==> src/rtl/rst_seq_gen_pkg.sv <==
// Shared types, defaults and width helper for the staged reset sequencer.
package rst_seq_pkg;

  localparam int DEF_STAGES      = 3;
  localparam int DEF_SYNC_DEPTH  = 2;
  localparam int DEF_HOLD_CYCLES = 16;
  localparam int DEF_GAP_CYCLES  = 4;

  typedef enum logic [1:0] {
    SYNC = 2'd0,
    HOLD = 2'd1,
    REL  = 2'd2,
    RUN  = 2'd3
  } seq_state_e;

  // A count limit of 1 would give a zero-width counter, so keep at least one bit.
  function automatic int cnt_width(input int hold_cycles, input int gap_cycles);
    int m;
    m = (hold_cycles > gap_cycles) ? hold_cycles : gap_cycles;
    return (m <= 1) ? 1 : $clog2(m);
  endfunction

endpackage

==> src/rtl/rst_seq_gen_if.sv <==
// Software reset request and staged reset outputs of one clock domain.
interface rst_seq_gen_if #(
  parameter int STAGES = 3
);
  logic              sw_rst_req;
  logic [STAGES-1:0] rst_out_n;
  logic              ready;
  logic              busy;

  modport master (
    input  sw_rst_req,
    output rst_out_n,
    output ready,
    output busy
  );

  modport slave (
    output sw_rst_req,
    input  rst_out_n,
    input  ready,
    input  busy
  );
endinterface

==> src/rtl/rst_seq_gen_sync_cell.sv <==
// Async-assert / sync-deassert chain for the board reset release.
module rst_sync_cell #(
  parameter int SYNC_DEPTH = 2
) (
  input  logic clk,
  input  logic R,
  output logic sync_out
);

  logic [SYNC_DEPTH-1:0] chain;

  always_ff @(posedge clk or negedge R) begin
    if (!R) chain <= '0;
    else    chain <= {chain[SYNC_DEPTH-2:0], 1'b1};
  end

  assign sync_out = chain[SYNC_DEPTH-1];

endmodule

==> src/rtl/rst_seq_gen.sv <==
// Staged reset sequencer: async assert on R low, hold, then release stages in order.
module rst_seq_gen
  import rst_seq_pkg::*;
#(
  parameter int STAGES      = DEF_STAGES,
  parameter int SYNC_DEPTH  = DEF_SYNC_DEPTH,
  parameter int HOLD_CYCLES = DEF_HOLD_CYCLES,
  parameter int GAP_CYCLES  = DEF_GAP_CYCLES
) (
  input  logic          clk,
  input  logic          R,
  rst_seq_gen_if.master bus
);

  localparam int CW = cnt_width(HOLD_CYCLES, GAP_CYCLES);
  localparam int IW = $clog2(STAGES + 1);

  localparam logic [1:0] ST_SYNC = SYNC;
  localparam logic [1:0] ST_HOLD = HOLD;
  localparam logic [1:0] ST_REL  = REL;
  localparam logic [1:0] ST_RUN  = RUN;

  localparam logic [CW-1:0] HOLD_LAST = CW'(HOLD_CYCLES - 1);
  localparam logic [CW-1:0] GAP_LAST  = CW'(GAP_CYCLES - 1);
  localparam logic [IW-1:0] LAST_IDX  = IW'(STAGES - 1);

  logic              sync_q;
  logic [1:0]        state;
  logic [CW-1:0]     cnt;
  logic [IW-1:0]     idx;
  logic [STAGES-1:0] rst_q;
  logic              ready_q;
  logic              busy_q;

  rst_sync_cell #(.SYNC_DEPTH(SYNC_DEPTH)) u_sync (
    .clk      (clk),
    .R        (R),
    .sync_out (sync_q)
  );

  always_ff @(posedge clk or negedge R) begin
    if (!R) begin
      state   <= ST_SYNC;
      cnt     <= '0;
      idx     <= '0;
      rst_q   <= '0;
      ready_q <= 1'b0;
      busy_q  <= 1'b0;
    end else if (state == ST_SYNC) begin
      if (sync_q) begin
        state  <= ST_HOLD;
        cnt    <= '0;
        busy_q <= 1'b1;
      end
    end else if (bus.sw_rst_req) begin
      // Software request restarts the hold from scratch every cycle it is seen.
      state   <= ST_HOLD;
      cnt     <= '0;
      idx     <= '0;
      rst_q   <= '0;
      ready_q <= 1'b0;
      busy_q  <= 1'b1;
    end else begin
      case (state)
        ST_HOLD: begin
          if (cnt == HOLD_LAST) begin
            rst_q[0] <= 1'b1;
            cnt      <= '0;
            if (STAGES == 1) begin
              state   <= ST_RUN;
              ready_q <= 1'b1;
              busy_q  <= 1'b0;
            end else begin
              state <= ST_REL;
              idx   <= IW'(1);
            end
          end else begin
            cnt <= cnt + 1'b1;
          end
        end
        ST_REL: begin
          if (cnt == GAP_LAST) begin
            rst_q[idx] <= 1'b1;
            cnt        <= '0;
            if (idx == LAST_IDX) begin
              state   <= ST_RUN;
              ready_q <= 1'b1;
              busy_q  <= 1'b0;
            end else begin
              idx <= idx + 1'b1;
            end
          end else begin
            cnt <= cnt + 1'b1;
          end
        end
        default: ;
      endcase
    end
  end

  assign bus.rst_out_n = rst_q;
  assign bus.ready     = ready_q;
  assign bus.busy      = busy_q;

endmodule

==> src/flat_wrapper.sv <==
// flat-port wrapper written by rule: the top's interface ports become plain ports
module rst_seq_gen_flat import rst_seq_pkg::*;
#(
  parameter int STAGES      = DEF_STAGES,
  parameter int SYNC_DEPTH  = DEF_SYNC_DEPTH,
  parameter int HOLD_CYCLES = DEF_HOLD_CYCLES,
  parameter int GAP_CYCLES  = DEF_GAP_CYCLES
)
  (clk, R, bus_sw_rst_req, bus_rst_out_n, bus_ready, bus_busy);
  rst_seq_gen_if #(.STAGES(STAGES)) bus_i ();
  input  logic clk;
  input  logic R;
  input wire logic [$bits(bus_i.sw_rst_req)-1:0] bus_sw_rst_req;
  output wire logic [$bits(bus_i.rst_out_n)-1:0] bus_rst_out_n;
  output wire logic [$bits(bus_i.ready)-1:0] bus_ready;
  output wire logic [$bits(bus_i.busy)-1:0] bus_busy;
  assign bus_i.sw_rst_req = bus_sw_rst_req;
  assign bus_rst_out_n = bus_i.rst_out_n;
  assign bus_ready = bus_i.ready;
  assign bus_busy = bus_i.busy;
  rst_seq_gen #(.STAGES(STAGES), .SYNC_DEPTH(SYNC_DEPTH), .HOLD_CYCLES(HOLD_CYCLES), .GAP_CYCLES(GAP_CYCLES)) u_core (.clk(clk), .R(R), .bus(bus_i));
endmodule
==> config.mk <==
export PLATFORM = sky130hd
export DESIGN_NAME = rst_seq_gen_flat
export DESIGN_NICKNAME = d
export VERILOG_FILES = /design/src/rtl/rst_seq_gen_pkg.sv /design/src/rtl/rst_seq_gen_if.sv /design/src/rtl/rst_seq_gen_sync_cell.sv /design/src/rtl/rst_seq_gen.sv /design/src/flat_wrapper.sv
export SDC_FILE = /design/constraint.sdc
export NUM_CORES = 1
export LEC_CHECK = 0
export BUFFER_PORTS_ARGS = -buffer_cell sky130_fd_sc_hd__buf_2
export CAP_MARGIN = 15
export CORE_MARGIN = 3
export CORE_UTILIZATION = 50
export CTS_BUF_LIST = sky130_fd_sc_hd__clkbuf_8
export CTS_CLUSTER_SIZE = 25
export DETAILED_ROUTE_END_ITERATION = 8
export HOLD_SLACK_MARGIN = 0.03
export PLACE_DENSITY = 0.69
export REMOVE_ABC_BUFFERS = 1
export SYNTH_ARGS = -nofsm -noshare
export SYNTH_HDL_FRONTEND = slang
export SYNTH_SLANG_ARGS = --single-unit
==> constraint.sdc <==
create_clock -name clk -period 2.3 [get_ports clk]
set_input_delay 0.23 -clock clk [delete_from_list [all_inputs] [get_ports clk]]
set_output_delay 0.23 -clock clk [all_outputs]
set_load 0.01 [all_outputs]
==> flow_metrics.tcl, run 1 <==
set metrics [dict create \
    period_minus_slack_ns 1.74 \
    hold-worst-slack_ns 0.278 \
    drtIter0Drc 29 \
    final.setup.tns_ns 0 \
    worst_setup_hold_path_clk_slew_ns 0.06 \
    netSwitchingPower_mw 0.138 \
    final_cell_mix "dfrtp_1 (15), a21oi_1 (9), nor2_1 (8)" \
    switching_share_pct 25.0 \
    vias 710 \
    cts_num_sinks 15 \
    diode_count 0 \
    layout-drive-gt1-share_pct 16.3 \
    yosys.area.top_type_share_pct 44.7 \
    die-height_um 47.0 \
    yosys_register_bits 15 \
    detail_route.vias_per_cell 6.23 \
    timing.clock.skew_ns 0.00437 \
    vdd.ir_drop.worst_mv 0.394 \
    maxCapViolCount 0 \
    rsz0062_at_grt "false" \
    critical_path.max_fanout 6 \
    cp.required_ns 2.44 \
    number_of_buffers_added_by_the_clock_tree_synthesis_step 3 \
    cts_root_buffer "clkbuf_8" \
    postRouteAntennaNets 0 \
    setup_violation_total_in_the_final_timing_report 0 \
    place_congestion 0.894 \
    die_area_um2 2210 \
    numPortBuffers 7 \
    r2r-start "u_core.cnt[1]" \
    post-dp-hpwl_um 1240 \
    p_per_area_nw_per_um2 577 \
    worst-endpoint-arrival_ns 1.88 \
    synth_top_area_cell "dfrtp_1" \
    cts.htree.levels 1 \
    max_clock_freq_mhz 575 \
    syn-cell-area_um2 840 \
    final-hold-violation-count 0 \
    maxSlewViolCount 0 \
    wl_per_cell_um 14.5 \
    synthFlopType "dfrtp_1" \
    seq_power_share_pct 52.6 \
    std_cell_rows 14 \
    first_pass_grt_wire_length_um 2780 \
    status "completed" \
    synth_enable_flop_cells 0 \
    core_region_area_um2 1540 \
    grtUsageTotal_pct 18.2 \
    flow.area_growth_from_synthesis_pct 13.9 \
    comb_power_share_pct 8.1 \
    top_level_ports 8 \
    synth_warnings 0 \
    asyncSetResetFlopFracSynth_pct 100 \
    finalCritPeriodShare_pct 75.6 \
    number_of_antenna_violations_at_the_first_check_in_global_routing 0 \
    postCtsResizedCells 0 \
    cts_setup_buffers 0 \
    post-layout-total-power_mw 0.552 \
    detail_route.drc_violations 0 \
    worst_setup_path_start_kind "flip-flop" \
    critPathCaptureType "flip-flop" \
    hold_class "in -> reg" \
    yosys-top-cells-area "dfrtp_1 (45%), ha_1 (6.0%), a21oi_1 (5.4%)" \
    power.static_leakage_nw 0.444 \
    ctsLongestPathBuffers 2 \
    grt_start_max_net_pins 17 \
    critPathLaunch "u_core.cnt[1]" \
    holdBufCountCts 1 \
    internal_power_mw 0.414 \
    finalWirelength_um 1650 \
    synthesis.instances 87 \
    synth_cell_type_count 35 \
    synth-seq-area-share_pct 44.7 \
    p_clk_share_pct 39.3 \
    floorplan.initialDensity_pct 54.5 \
    worstSetupPathType "reg -> reg" \
    avgSynthCellArea_um2 9.65 \
    final_nets 106 \
    tritoncts "built" \
    die_w_um 47.0 \
    grt_pass1_vias 641 \
    clock_latency_ns 0.25 \
    most_common_cell_after_layout_fill_and_taps_aside "dfrtp_1" \
    drt_pre_antenna_iters 4 \
    startpoint_of_the_most_critical_hold_path "bus_sw_rst_req" \
    grt_overflow 0 \
]
==> final timing paths <==
kind                                          end  slack, ns  cells after the start
setup / recovery                    u_core.idx[1]       0.56                      6
hold / removal                    u_core.state[1]       0.28                      2
setup reg to reg                    u_core.idx[1]       0.56                      6
hold reg to reg            u_core.u_sync.chain[1]       0.36                      0
max in group asynchronous           u_core.idx[0]       1.65                      2
min in group asynchronous           u_core.cnt[0]       0.40                      2
==> metrics by stage <==
step                setup WS (ns)  cells  cell area [um2]  util (%)
finish                      0.560    114              956      62.0
global route                0.362    114              956      62.0
CTS                         0.558    114              956      62.0
detailed placement          0.596    109              900      58.4
global placement            0.616    109              900      58.4
floorplan                   0.537     83              822         -
==> cell type report <==
| class | instances | area (um2) |
|---|---|---|
| Fill cell | 125 | 586 |
| Multi-Input combinational cell | 61 | 420 |
| Sequential cell | 15 | 375 |
| Timing Repair Buffer | 11 | 67.6 |
| Clock buffer | 3 | 41.3 |
| Inverter | 7 | 26.3 |
| Tap cell | 16 | 20.0 |
| Clock inverter | 1 | 5.00 |
==> synth_stat cells, drive strengths merged, types with 2 or more instances <==
cell type and count:
a31oi 3, ha 4, o21ai 4, nor2 8, and3 3, clkbuf 2
nor3b 2, buf 2, a21oi 9, o21a 3, inv 7, dfrtp 15
nand2 3
==> layer usage <==
metal	global-route usage (%)	wire, um	up-vias
met1	23.4	727	345
met3	3.45	79	5
met4	9.94	36	0
met5	0	0	-
met2	28.7	809	20
li1	-	-	340
==> state kept, by name, summed over array words and instances, names as in the netlist <==
register              cells
u_core.bus.rst_out_n      3
u_core.cnt                4
u_core.u_sync.chain       2
u_core.state              2
u_core.bus.busy           1
u_core.bus.ready          1
u_core.idx                2
==> power by group through the flow <==
stage	Combinational, mW	Clock, mW	Sequential, mW
6_report	0.0447	0.217	0.290
2_1_floorplan	0.0275	0	0.291
5_1_grt	0.0508	0.236	0.292
3_5_place_dp	0.0441	0	0.295
4_1_cts	0.0456	0.222	0.290
3_3_place_gp	0.0439	0	0.294
==> cells by family (layout without fill, tap and decap cells) <==
group / Yosys count / after routing / synth area share, %
AOI/OAI and AO/OA: 29 / 29 / 22.7
and+or+nand+nor: 26 / 26 / 20.0
DFF: 15 / 15 / 44.7
buffers and inverters: 11 / 22 / 5.22
adders and majority gates: 4 / 4 / 5.96
other: 1 / 1 / 0.447
xor gates and xnor gates: 1 / 1 / 1.04
==> critical path, cell delays in order (launching register included) <==
cell     delay [ns]
dfrtp_1        0.40
ha_1           0.27
nor3b_1        0.28
buf_4          0.18
nor4b_4        0.24
nor2_1         0.08
a31o_1         0.18
(Power assumes the default switching activity.)
==> run 2, diff against run 1 <==
- clock period: 2.3 -> 1.7 ns (I/O delays scaled with it)
==> flow_metrics.tcl, run 2 (synthesis gave the netlist of run 1 again) <==
set metrics [dict create \
    final_cell_mix "dfrtp_1 (15), a21oi_1 (9), inv_1 (8), nor2_1 (8)" \
    numPortBuffers 7 \
    number_of_buffers_added_by_the_clock_tree_synthesis_step 3 \
    cts_root_buffer "clkbuf_8" \
    hold-worst-slack_ns 0.256 \
    timing.clock.skew_ns 0.000762 \
    rsz0062_at_grt "true" \
    finalCoreUtilization_pct 65.4 \
    cp.buffers_inverters 1 \
    cp.required_ns 1.85 \
    tritoncts "built" \
    finalNonFillerCells 119 \
    r2r-start "u_core.state[1]" \
    vdd.ir_drop.worst_mv 0.575 \
    grt_start_max_net_pins 17 \
    r2r-end "u_core.cnt[3]" \
    reg2regPathDepth 5 \
    finalWirelength_um 1920 \
    diode_count 0 \
    critPathCaptureType "flip-flop" \
    std_cell_rows 14 \
    max_clock_freq_mhz 613 \
    finalCritPeriodShare_pct 95.9 \
    setup_violation_total_in_the_final_timing_report 0 \
    largest_reg_flops 4 \
    worstPathCellList "buf_4 -> or3b_1 -> o32ai_2 -> a41oi_1 -> a31oi_1" \
    layout-drive-gt1-share_pct 21.4 \
    grt_pass1_vias 599 \
    critical-path-top-delay-family "compound AO/OA/AOI/OAI gates" \
    place_congestion 0.848 \
    floorplan.initialDensity_pct 54.5 \
    detail_route.vias_per_cell 6.17 \
    grtUsageTotal_pct 20.4 \
    status "completed" \
    min_delay_path_depth 2 \
    clock_latency_ns 0.25 \
    largest_register "u_core.cnt" \
    number_of_antenna_violations_at_the_first_check_in_global_routing 0 \
    final.setup.tns_ns 0 \
    worst-endpoint-arrival_ns 1.78 \
    drtIter0Drc 33 \
    critical_path.max_fanout 14 \
    most_common_cell_after_layout_fill_and_taps_aside "dfrtp_1" \
    die_w_um 47.0 \
    postRouteAntennaNets 0 \
    grt_overflow 0 \
    ctsLongestPathBuffers 2 \
    vias 734 \
    power.static_leakage_nw 0.480 \
    p_per_area_nw_per_um2 758 \
    die-height_um 47.0 \
    flow.area_growth_from_synthesis_pct 20.1 \
    drt_pre_antenna_iters 4 \
    detail_route.drc_violations 0 \
    final_nets 111 \
    cts.htree.levels 1 \
    cts_num_sinks 15 \
    worstSetupPathType "reg -> reg" \
    final-hold-violation-count 0 \
    first_pass_grt_wire_length_um 3010 \
    top_level_ports 8 \
    placedCellCount 113 \
    wl_per_cell_um 16.1 \
    startpoint_of_the_most_critical_hold_path "bus_sw_rst_req" \
    post-dp-hpwl_um 1320 \
    period_minus_slack_ns 1.63 \
    die_area_um2 2210 \
    maxSlewViolCount 0 \
    critPathLaunch "u_core.state[1]" \
    worst_setup_hold_path_clk_slew_ns 0.06 \
    max_stage_delay_on_crit_path_ns 0.39 \
    worst_path_max_delay_cell "or3b_1" \
    hold_class "in -> reg" \
    worst_setup_path_start_kind "flip-flop" \
    core_region_area_um2 1540 \
    maxCapViolCount 0 \
    hold_end "u_core.state[1]" \
    r2r_setup_slk_ns 0.07 \
]
==> run 2: report_power, final <==
part	internal, mW	switching, mW	total, mW
Clock	0.160	0.130	0.291
Combinational	0.0374	0.0537	0.0911
Sequential	0.372	0.0103	0.382
Total	0.569	0.194	0.764
==> run 2: worst max path at each step <==
| stage | endpoint | slack [ns] | cells past startpoint |
|---|---|---|---|
| 2_1_floorplan | u_core.idx[1] | -0.06 | 4 |
| 3_3_place_gp | u_core.cnt[3] | 0.03 | 5 |
| 3_5_place_dp | u_core.cnt[3] | 0.02 | 5 |
| 4_1_cts | u_core.cnt[3] | 0.006 | 5 |
| 5_1_grt | u_core.cnt[3] | -0.03 | 5 |
| 6_report | u_core.cnt[3] | 0.07 | 5 |
==> run 2: final cells by class <==
cell class	count	area (um2)
tap	16	20.0
clock buffer	3	41.3
sequential	15	375
clock inverter	1	3.75
timing repair buffer	16	109
fill	136	533
inverter	7	26.3
multi-input combinational	61	433
==> run 2: metrics by stage <==
stage / worst slack, ns / total power, mW / cell area (um2)
finish: 0.0692 / 0.764 / 1010
global route: -0.0273 / 0.804 / 1010
CTS: 0.00620 / 0.760 / 985
detailed placement: 0.0232 / 0.473 / 930
global placement: 0.0314 / 0.471 / 930
floorplan: -0.0629 / 0.430 / 822
==> run 2: what timing repair did <==
| action | 4_1_cts | 5_1_grt |
|---|---|---|
| setup endpoints to repair | 0 | 8 |
| hold buffers | 1 | 0 |
| buffers inserted | 0 | 1 |
| hold endpoints to repair | 15 | 0 |
| gates resized for setup | 0 | 3 |
==> run 2: per-layer routing <==
layer | track usage, % | wire length (um) | vias up
met5 | 0 | 0 | -
met4 | 8.84 | 38 | 0
met3 | 3.83 | 105 | 7
met2 | 30.4 | 910 | 30
met1 | 29.0 | 867 | 345
li1 | - | - | 352
==> run 3, diff against run 2 <==
- PLACE_DENSITY: 0.69 -> 0.71
- clock period: 1.7 -> 1.6 ns (I/O delays scaled with it)
==> flow_metrics.tcl, run 3 (synthesis gave the netlist of run 1 again) <==
set metrics [dict create \
    status "completed" \
    first_pass_grt_wire_length_um 3270 \
    finalWirelength_um 1980 \
    multi_input_area_um2 458 \
    cts_root_buffer "clkbuf_8" \
    largest_reg_flops 4 \
    critPathCaptureType "flip-flop" \
    comb_power_share_pct 13.2 \
    use_met1_pct 30.3 \
    drt_pre_antenna_iters 6 \
    worst-endpoint-arrival_ns 1.74 \
    post-dp-hpwl_um 1360 \
    vdd.ir_drop.worst_mv 0.646 \
    max_clock_freq_mhz 626 \
    worst_slack_ns 0.00201 \
    power.static_leakage_nw 0.489 \
    die_area_um2 2210 \
    critical_path.max_fanout 3 \
    setup_violation_total_in_the_final_timing_report 0 \
    place_congestion 0.844 \
    final-hold-violation-count 0 \
    seq_area_um2 375 \
    timing.clock.skew_ns 0.00307 \
    diode_count 0 \
    most_common_cell_after_layout_fill_and_taps_aside "dfrtp_1" \
    seq_power_share_pct 49.3 \
    vias 761 \
    max_stage_delay_on_crit_path_ns 0.56 \
    worst_path_max_delay_cell "or4b_4" \
    internal_power_mw 0.614 \
    postRouteAntennaNets 0 \
    maxSlewViolCount 0 \
    cp.required_ns 1.74 \
    cts.htree.levels 1 \
    rsz0062_at_grt "true" \
    gr-max-usage-layer "met2" \
    clock_latency_ns 0.25 \
    worstPathCellList "or4b_4 -> nor4b_4 -> nor2_1 -> a31o_1" \
    pre_cts_ws_ns -0.0292 \
    n_fill_cell 127 \
    die-height_um 47.0 \
    flow.area_growth_from_synthesis_pct 25.9 \
    period_minus_slack_ns 1.60 \
    ctsLongestPathBuffers 2 \
    post-layout-total-power_mw 0.823 \
    worst_setup_hold_path_clk_slew_ns 0.06 \
    final_nets 114 \
    numPortBuffers 7 \
    maxCapViolCount 0 \
    detail_route.vias_per_cell 6.24 \
    floorplan.initialDensity_pct 54.5 \
    grtUsageTotal_pct 21.8 \
    largest_register "u_core.cnt" \
    grt_start_max_net_pins 17 \
    final.setup.tns_ns 0 \
    hold_class "in -> reg" \
    core_region_area_um2 1540 \
    grtUsageMet3_pct 4.60 \
    die_w_um 47.0 \
    grt_overflow 0 \
    number_of_antenna_violations_at_the_first_check_in_global_routing 0 \
    p_per_area_nw_per_um2 778 \
    detail_route.drc_violations 0 \
    number_of_buffers_added_by_the_clock_tree_synthesis_step 3 \
    worstSetupPathType "reg -> reg" \
    final_cell_mix "dfrtp_1 (15), buf_4 (10), a21oi_1 (9)" \
    std_cell_rows 14 \
    drtIter0Drc 17 \
    netSwitchingPower_mw 0.209 \
    grt_util_met2_pct 30.9 \
    wl_per_cell_um 16.3 \
    tritoncts "built" \
    cts_num_sinks 15 \
    top_level_ports 8 \
    grt_pass1_vias 724 \
    finalCritPeriodShare_pct 99.9 \
    switching_share_pct 25.4 \
    layout-drive-gt1-share_pct 26.4 \
    p_clk_share_pct 37.5 \
    worst_setup_path_start_kind "flip-flop" \
]
-- run 3: through the flow --
stage | area, um2 | util [%] | hold slack (ns) | cells
after global placement | 960 | 62.3 | 0.0817 | 117
after global routing | 1060 | 68.6 | 0.280 | 122
after detailed placement | 960 | 62.3 | 0.0850 | 117
after CTS | 1030 | 66.7 | 0.244 | 122
after floorplan | 822 | - | -0.136 | 83
final | 1060 | 68.6 | 0.262 | 122
-- run 3: cell type report --
cell class	instances	area share [%]
multi-input combinational	61	43.3
sequential	15	35.5
clock inverter	1	0.473
inverter	7	2.49
timing repair buffer	19	12.4
clock buffer	3	3.91
tap	16	1.89
-- run 3: what timing repair did --
item                       in CTS  in global routing
gates resized for setup         2                  6
pin swaps                       1                  0
setup buffers                   0                  0
hold endpoints to repair       15                  0
setup endpoints to repair       5                  5
hold buffers                    1                  0
-- run 3: critical path, delay by kind of cell (launching register included) --
family	cells	cell delay [ns]
flip-flops	1	0.40
AO/OA/AOI/OAI	1	0.18
AND/OR/NAND/NOR	3	0.91
-- run 3: path summary, 6_finish.rpt --
check	start	end	slack (ns)	cells after the start
worst max-delay path	u_core.state[0]	u_core.idx[1]	0.002	4
worst min-delay path	bus_sw_rst_req	u_core.state[1]	0.26	2
worst max register to register	u_core.state[0]	u_core.idx[1]	0.002	4
worst min register to register	u_core.u_sync.chain[0]	u_core.u_sync.chain[1]	0.37	0
max in group asynchronous	R	u_core.idx[1]	1.01	2
min in group asynchronous	R	u_core.cnt[0]	0.35	2
-- run 3: power groups by stage --
stage / clock [mW] / combinational, mW / sequential (mW)
2_1_floorplan: 0 / 0.0395 / 0.418
3_3_place_gp: 0 / 0.0934 / 0.411
3_5_place_dp: 0 / 0.0944 / 0.411
4_1_cts: 0.316 / 0.101 / 0.405
5_1_grt: 0.343 / 0.121 / 0.406
6_report: 0.309 / 0.109 / 0.405
-- run 3: per-layer routing --
| metal | wire, um | vias to the layer above |
|---|---|---|
| met3 | 94 | 9 |
| met1 | 931 | 367 |
| met5 | 0 | - |
| met4 | 74 | 0 |
| met2 | 883 | 24 |
| li1 | - | 361 |
